File: src/rtl/nibble_serial_subtractor.sv
// Multi-cycle WIDTH-bit subtractor: one 4-bit carry-look-ahead slice in
// add-complement form processes one nibble per clock, chaining the borrow.
module nibble_serial_subtractor #(
  parameter int WIDTH = 16
) (
  input  logic             clk,
  input  logic             rst,
  input  logic             start,
  input  logic [WIDTH-1:0] a,
  input  logic [WIDTH-1:0] b,
  output logic             busy,
  output logic             done,
  output logic [WIDTH-1:0] diff,
  output logic             borrow,
  output logic             ovf
);
  localparam int NIBBLES = WIDTH / 4;
  localparam int KW      = (NIBBLES > 1) ? $clog2(NIBBLES) : 1;

  typedef enum logic [1:0] {
    S_IDLE = 2'd0,
    S_RUN  = 2'd1,
    S_DONE = 2'd2
  } state_t;

  state_t           r_state;
  state_t           w_state_next;
  logic [WIDTH-1:0] r_a;
  logic [WIDTH-1:0] r_b;
  logic [WIDTH-1:0] r_work;
  logic [KW-1:0]    r_k;
  logic             r_bin;

  logic [KW+1:0]    w_idx;
  logic [3:0]       w_a_nib;
  logic [3:0]       w_b_nib;
  logic [3:0]       w_sum;
  logic             w_cout;
  logic             w_last;
  logic [WIDTH-1:0] w_diff_next;
  logic             w_ovf_next;

  // 4-bit CLA: returns {carry_out, sum} of x + y + cin
  function automatic logic [4:0] cla4(input logic [3:0] x, input logic [3:0] y,
                                      input logic cin);
    logic [3:0] g;
    logic [3:0] p;
    logic [4:0] c;
    g    = x & y;
    p    = x ^ y;
    c[0] = cin;
    c[1] = g[0] | (p[0] & cin);
    c[2] = g[1] | (p[1] & g[0]) | (p[1] & p[0] & cin);
    c[3] = g[2] | (p[2] & g[1]) | (p[2] & p[1] & g[0]) | (p[2] & p[1] & p[0] & cin);
    c[4] = g[3] | (p[3] & g[2]) | (p[3] & p[2] & g[1]) | (p[3] & p[2] & p[1] & g[0])
         | (p[3] & p[2] & p[1] & p[0] & cin);
    return {c[4], p ^ c[3:0]};
  endfunction

  // State register
  always_ff @(posedge clk) begin
    if (rst) begin
      r_state <= S_IDLE;
    end else begin
      r_state <= w_state_next;
    end
  end

  // Next-state logic
  always_comb begin
    w_state_next = r_state;
    case (r_state)
      S_IDLE: begin
        if (start) begin
          w_state_next = S_RUN;
        end else begin
          w_state_next = S_IDLE;
        end
      end
      S_RUN: begin
        if (w_last) begin
          w_state_next = S_DONE;
        end else begin
          w_state_next = S_RUN;
        end
      end
      S_DONE:  w_state_next = S_IDLE;
      default: w_state_next = S_IDLE;
    endcase
  end

  // Current nibble slice; the final result merges the last sum into the working word
  always_comb begin
    w_idx             = {r_k, 2'b00};
    w_last            = (r_k == KW'(NIBBLES - 1));
    w_a_nib           = r_a[w_idx +: 4];
    w_b_nib           = r_b[w_idx +: 4];
    {w_cout, w_sum}   = cla4(w_a_nib, ~w_b_nib, ~r_bin);
    w_diff_next       = r_work;
    w_diff_next[w_idx +: 4] = w_sum;
    w_ovf_next        = (r_a[WIDTH-1] != r_b[WIDTH-1]) &&
                        (w_diff_next[WIDTH-1] != r_a[WIDTH-1]);
  end

  // Operand capture, nibble datapath and registered outputs
  always_ff @(posedge clk) begin
    if (rst) begin
      r_a    <= '0;
      r_b    <= '0;
      r_work <= '0;
      r_k    <= '0;
      r_bin  <= 1'b0;
      busy   <= 1'b0;
      done   <= 1'b0;
      diff   <= '0;
      borrow <= 1'b0;
      ovf    <= 1'b0;
    end else begin
      busy <= (w_state_next == S_RUN);
      done <= (w_state_next == S_DONE);
      case (r_state)
        S_IDLE: begin
          if (start) begin
            r_a   <= a;
            r_b   <= b;
            r_k   <= '0;
            r_bin <= 1'b0;
          end
        end
        S_RUN: begin
          r_work[w_idx +: 4] <= w_sum;
          r_bin              <= ~w_cout;
          r_k                <= r_k + KW'(1);
          if (w_last) begin
            diff   <= w_diff_next;
            borrow <= ~w_cout;
            ovf    <= w_ovf_next;
          end
        end
        default: ;
      endcase
    end
  end

endmodule

File: config.mk
export PLATFORM = sky130hd
export DESIGN_NAME = nibble_serial_subtractor
export DESIGN_NICKNAME = d
export VERILOG_FILES = /design/src/rtl/nibble_serial_subtractor.sv
export SDC_FILE = /design/constraint.sdc
export NUM_CORES = 1
export LEC_CHECK = 0
export ABC_AREA = 1
export BUFFER_PORTS_ARGS = -buffer_cell sky130_fd_sc_hd__clkbuf_2
export CORE_ASPECT_RATIO = 1.4
export CORE_MARGIN = 3
export CORE_UTILIZATION = 55
export DETAILED_ROUTE_END_ITERATION = 12
export PLACE_DENSITY_LB_ADDON = 0.12
export SLEW_MARGIN = 5
export SYNTH_ARGS = -nofsm -noshare
export SYNTH_HDL_FRONTEND = slang
export SYNTH_SLANG_ARGS = --single-unit
export TNS_END_PERCENT = 10
File: constraint.sdc
create_clock -name clk -period 3.15 [get_ports clk]
set_clock_uncertainty 0.1 [all_clocks]
set_input_delay 0.4725 -clock clk [delete_from_list [all_inputs] [get_ports clk]]
set_output_delay 0.4725 -clock clk [all_outputs]
set_load 0.01 [all_outputs]
==> flow_summary.yaml, run 1 <==
cells_and_area:
  synthToLayoutAreaGrowth_pct: 12.56
  drive_above_1_share: 0.1507
  final_nets: 552
  antenna_cells: 0
hold_path:
  hp-start: "b[9]"
  min_path_cells: 3
  hold_end: "r_b[9]$_SDFFE_PP0P_"
  worst_hold_path_type: "input port to flop"
yosys:
  postSynth.asyncResetShare: 0
  ys_types: 31
  ys_ff_latch: 73
  synth_top_area_frac: 0.4366
  synth_top_flop_cell: "dfxtp_1"
  yosys-top-cells-area: "dfxtp_1, o21ai_0, nor2_1"
  mappedNetlistArea_mm2: 0.003347
  synth_warnings: 0
  synth_area_leader_cell: "dfxtp_1"
  yosysSeqAreaShare: 0.4366
  postSynthCellCount: 461
  synth_common_cells: "nor2_1, dfxtp_1, o21ai_0"
  synth_edf_count: 0
  yosysMostFrequentCell: "nor2_1"
  syn_nets: 507
  avgSynthCellArea_um2: 7.260
sta:
  slew_headroom: 0.3996
  setup-violations-final: 0
  finalHoldViolCount: 0
  fin_setup_tns_ps: 0
  slew_violations: 0
  fmax_mhz: 367.0
  period_share: 0.8650
  rsz0062_at_grt: "no"
  tightest_slew_ps: 899.5
  worst_hold_slack_ps: 282.9
  fin_crit_ps: 2725
critical_path:
  timing.rr.start: "r_k[0]$_SDFFE_PP0P_"
  crit_path_start_kind: "flop"
  crit_fanout: 24
  cp.required_ps: 3280
  worst-setup-path-type: "flop to flop"
  arrival_ps: 2860
  r2r_setup_slack_ps: 430
  r2r-end: "ovf$_SDFFE_PP0P_"
  cp-end-kind: "flop"
  ff2ff_path_depth: 15
grt:
  grt_max_degree: 37
  antenna_found_initial: 0
  grt_pass1_wl_um: 12160
  overflow: 0
  grt_pass1_vias: 2716
  grtUsageTotal: 0.2154
route:
  antenna_left: 0
  routed_wl_um: 6929
  vias: 2981
  viasPerCell: 5.131
  remaining_drc_errors: 0
  drt_iter0_markers: 178
  drtPass1Iterations: 4
  wl_per_cell_um: 11.93
clocking:
  cts_root_buf: "clkbuf_8"
  clk_pin_slew_ps: 70
  clock_sinks: 73
  clockBufferDepth: 2
  cts_inserted_buffers: 9
  cts_resized: 0
  htree_levels: 3
  insertion_delay_ps: 340
  cts_hold_buf: 0
  cts_tree: "yes"
  cts_setup_buffers: 0
place:
  port_buffers: 54
  dp_hpwl_um: 5042
  finalWeightedCongestion: 0.8946
pwr:
  power.density_mw_per_mm2: 533.6
  ir_worst_vdd_v: 0.0003074
  power_leakage_nw: 1.911
floorplanning:
  die_x_um: 71.93
  core_area_mm2: 0.005863
  die_y_um: 98.30
  rows: 33
  start_util: 0.5708
  ios: 55
  fp.dieArea_mm2: 0.007071
outcome:
  status: "finished clean"
flow_run:
  cap_violations: 0
-- cell type report --
type,instances,area [um^2]
Clock buffer,12,135.1
Timing Repair Buffer,57,292.8
Clock inverter,4,20.02
Tap cell,70,87.58
Multi-Input combinational cell,299,1520
Fill cell,568,2096
Inverter,66,250.2
Sequential cell,73,1461
-- routing by layer --
| layer | vias up | GRT usage | routed length [um] | share of wire |
|---|---|---|---|---|
| met2 | 67 | 0.3690 | 3511 | 0.51 |
| met5 | - | 0 | 0 | 0 |
| li1 | 1578 | - | - | - |
| met4 | 0 | 0.1027 | 155 | 0.022 |
| met1 | 1322 | 0.2492 | 2964 | 0.43 |
| met3 | 14 | 0.04840 | 298 | 0.043 |
-- logic make-up (layout without fill, tap and decap cells) --
logic type	Yosys count	in the layout	share of synthesized area
and+or+nand+nor	157	157	0.1948
xor gates and xnor gates	1	1	0.002617
adders and majority gates	11	11	0.04336
DFF	73	73	0.4366
AOI/OAI and AO/OA	130	130	0.2135
buffers and inverters	89	139	0.1092
-- worst max-delay path: stages, from the launching register on --
cell and delay, ps:
dfxtp_1 310, inv_1 490, nand2_1 130, a32o_1 260, ha_1 360, nand2_1 110, nand2_1 80, nand2_1 60
nand2_1 70, nand2_1 60, nand2_2 90, nand4_1 170, nand3_1 120, nand2_1 50, nor2_1 90, nor2_1 40
-- per-stage QoR --
stage,util,instance area [um^2],worst slack (ps),total power (W),std cells
5_1_grt,0.6426,3767,160.7,0.002136,581
3_3_place_gp,0.6161,3612,565.9,0.001422,565
4_1_cts,0.6426,3767,448.9,0.002029,581
6_report,0.6426,3767,425.2,0.002010,581
2_1_floorplan,-,3347,669.4,0.001330,461
3_5_place_dp,0.6161,3612,475.3,0.001435,565
-- cell usage in the layout (no fill, tap or decap), drive strengths merged --
master and n:
a21o 1, o21a 3, o211ai 1, clkinv 4, nand4 5, o21ai 77, o21bai 5, ha 10
a32o 4, clkbuf 66, xnor2 1, fa 1, a31oi 1, nor2 89, o22ai 10, a21oi 26
inv 66, buf 3, nand3 11, a22oi 1, or2 1, nand2 51, dfxtp 73, a211oi 1
-- power by group --
part	leakage, nW	switching, W	internal (W)	total, W
combinational	1.23	0.000254	0.000146	0.000400
sequential	0.599	0.0000288	0.000983	0.00101
clock	0.0839	0.000317	0.000281	0.000598
total	1.91	0.000600	0.00141	0.00201
-- flip-flops by register name (all words and copies together) (netlist names) --
| name | count |
|---|---|
| done | 1 |
| diff | 16 |
| r_state | 2 |
| r_work | 16 |
| r_b | 16 |
| busy | 1 |
| ovf | 1 |
| borrow | 1 |
| r_k | 2 |
| r_bin | 1 |
| r_a | 16 |
-- how the worst max path moves through the flow --
stage	from	to
floorplan	r_k[0]$_SDFFE_PP0P_	ovf$_SDFFE_PP0P_
global placement	r_k[1]$_SDFFE_PP0P_	ovf$_SDFFE_PP0P_
detailed placement	r_k[1]$_SDFFE_PP0P_	ovf$_SDFFE_PP0P_
CTS	r_k[1]$_SDFFE_PP0P_	ovf$_SDFFE_PP0P_
global route	r_k[0]$_SDFFE_PP0P_	ovf$_SDFFE_PP0P_
finish	r_k[0]$_SDFFE_PP0P_	ovf$_SDFFE_PP0P_
(Power assumes the default switching activity.)
==> run 2: changes to the inputs <==
--- a/config.mk
+++ b/config.mk
@@ -6,11 +6,12 @@
 export NUM_CORES = 1
 export LEC_CHECK = 0
 export ABC_AREA = 1
-export BUFFER_PORTS_ARGS = -buffer_cell sky130_fd_sc_hd__clkbuf_2
+export CAP_MARGIN = 20
 export CORE_ASPECT_RATIO = 1.4
 export CORE_MARGIN = 3
 export CORE_UTILIZATION = 55
 export DETAILED_ROUTE_END_ITERATION = 12
+export DONT_BUFFER_PORTS = 1
 export PLACE_DENSITY_LB_ADDON = 0.12
 export SLEW_MARGIN = 5
 export SYNTH_ARGS = -nofsm -noshare
==> run 2 against run 1 <==
Compared with the run above: sequential power about the same; register-to-register slack improved by 140 ps; largest cell class unchanged; first-iteration DRC count is 26% higher; largest power group unchanged; combinational power shrank 5.5%; global-route usage is 0.15 points higher; final cell count is 9.0% lower; clock power rose by 31%.
==> flow_summary.yaml, run 2 (synthesis results as in run 1) <==
clocking:
  htree_levels: 3
  cts_hold_buf: 0
  insertion_delay_ps: 350
  cts_inserted_buffers: 9
  clockBufferDepth: 2
  cts_tree: "yes"
  cts_resized: 0
  clk_pin_slew_ps: 80
  clock_sinks: 73
  cts_root_buf: "clkbuf_8"
  cts_setup_buffers: 0
cells_and_area:
  final_nets: 500
  layout_commonest_cell: "nor2_1"
  fillers: 573
  antenna_cells: 0
  final_cell_mix: "nor2_1, dfxtp_1, o21ai_0"
  synthToLayoutAreaGrowth_pct: 6.654
  drive_above_1_share: 0.05447
critical_path:
  cp_num_buf_inv: 1
  worst-setup-path-type: "flop to flop"
  max_stage_delay_ps: 460
  cp-end-kind: "flop"
  crit_fanout: 15
  cp_top_family: "simple AND/OR/NAND/NOR gates"
  cp.required_ps: 3300
  arrival_ps: 2730
  crit_top_cell: "nand2_1"
  slowest_stage: "dfxtp_1"
  path_cells: "inv_1 -> a32o_1 -> ha_1 -> nand2_1 -> nand2_1 -> nand2_1 -> nand2_1 -> nand2_1 -> nand2_2 -> nand4_1 -> nand3_1 -> nand2_1 -> nor2_1 -> nor2_1"
  crit_path_start_kind: "flop"
route:
  remaining_drc_errors: 0
  viasPerCell: 5.378
  antenna_left: 0
  wl_per_cell_um: 13.09
  drt_iter0_markers: 224
  vias: 2845
  drtPass1Iterations: 4
  routed_wl_um: 6927
sta:
  worst_hold_slack_ps: 82.29
  setup-violations-final: 0
  fin_crit_ps: 2580
  slew_violations: 0
  tightest_slew_ps: 567.2
  fmax_mhz: 387.5
  slew_headroom: 0.6214
  period_share: 0.8191
  finalHoldViolCount: 0
  fin_setup_tns_ps: 0
  rsz0062_at_grt: "no"
pwr:
  swShare: 0.2808
  net-switching-power_w: 0.0006112
  internal-power_w: 0.001565
  p_seq_frac: 0.465
  power_leakage_nw: 1.707
  clock_power_share: 0.361
  finalPower_w: 0.002177
  pwr-share-comb: 0.174
  power.density_mw_per_mm2: 609.8
  ir_worst_vdd_v: 0.0004003
grt:
  grt_max_degree: 36
  grtUsageTotal: 0.2169
  antenna_found_initial: 0
  overflow: 0
  grt_pass1_vias: 2770
  grt_pass1_wl_um: 12440
flow_run:
  cap_violations: 0
floorplanning:
  fp.dieArea_mm2: 0.007071
  rows: 33
  die_y_um: 98.30
  die_x_um: 71.93
  ios: 55
  start_util: 0.5708
  core_area_mm2: 0.005863
hold_path:
  worst_hold_path_type: "input port to flop"
place:
  dp_hpwl_um: 5026
  port_buffers: 0
  finalWeightedCongestion: 0.9093
outcome:
  status: "finished clean"
==> run 2: cell types whose count changed in the layout (fill, tap and decap cells not counted) <==
cell | before | now
clkinv_2 | 4 | 0
bufinv_16 | 0 | 2
clkinv_4 | 0 | 2
clkbuf_2 | 54 | 0
buf_4 | 3 | 5
==> run 2: worst paths after layout <==
| path | end | cells after the start | slack, ps | from |
|---|---|---|---|---|
| hold reg to reg | r_bin$_SDFFE_PP0P_ | 2 | 360 | r_bin$_SDFFE_PP0P_ |
| hold / removal | r_state[0]$_SDFF_PP0_ | 1 | 80 | rst |
| setup reg to reg | ovf$_SDFFE_PP0P_ | 14 | 570 | r_k[1]$_SDFFE_PP0P_ |
| setup / recovery | ovf$_SDFFE_PP0P_ | 14 | 570 | r_k[1]$_SDFFE_PP0P_ |
==> run 2: stage by stage <==
stage / area, um^2 / std cells / setup WS (ps) / util
2_1_floorplan: 3347 / 461 / 669.4 / -
3_3_place_gp: 3357 / 513 / 684.1 / 0.5726
3_5_place_dp: 3357 / 513 / 575.2 / 0.5726
4_1_cts: 3570 / 529 / 556.7 / 0.6088
5_1_grt: 3570 / 529 / 256.7 / 0.6088
6_report: 3570 / 529 / 569.7 / 0.6088
==> run 2: final cells by class <==
type | count | area (um^2) | share of cell area
Multi-Input combinational cell | 299 | 1520 | 0.4259
Clock buffer | 12 | 135.1 | 0.03786
Tap cell | 70 | 87.58 | 0.02454
Timing Repair Buffer | 5 | 37.54 | 0.01052
Clock inverter | 4 | 77.57 | 0.02173
Sequential cell | 73 | 1461 | 0.4094
Inverter | 66 | 250.2 | 0.07010
==> run 2: metal layers <==
metal	GRT usage	up-vias	wire length (um)	part of all wire
met1	0.2613	1286	2820	0.41
met2	0.3775	71	3671	0.53
met3	0.04428	9	326	0.047
met4	0.07381	0	109	0.016
met5	0	-	0	0
li1	-	1479	-	-
==> run 2: power by group through the flow <==
stage          Combinational, W  Clock (W)  Sequential, W
6_report               0.000378   0.000786        0.00101
5_1_grt                0.000438   0.000840        0.00102
4_1_cts                0.000381   0.000805        0.00101
3_5_place_dp           0.000378          0        0.00103
3_3_place_gp           0.000368          0        0.00103
2_1_floorplan          0.000305          0        0.00103
==> run 2: worst reg2reg max path, cell delays in order, from the launching register on <==
cell,delay (ps)
dfxtp_1,460
inv_1,270
a32o_1,350
ha_1,350
nand2_1,110
nand2_1,80
nand2_1,60
nand2_1,80
nand2_1,60
nand2_2,90
nand4_1,160
nand3_1,120
nand2_1,50
nor2_1,90
nor2_1,40
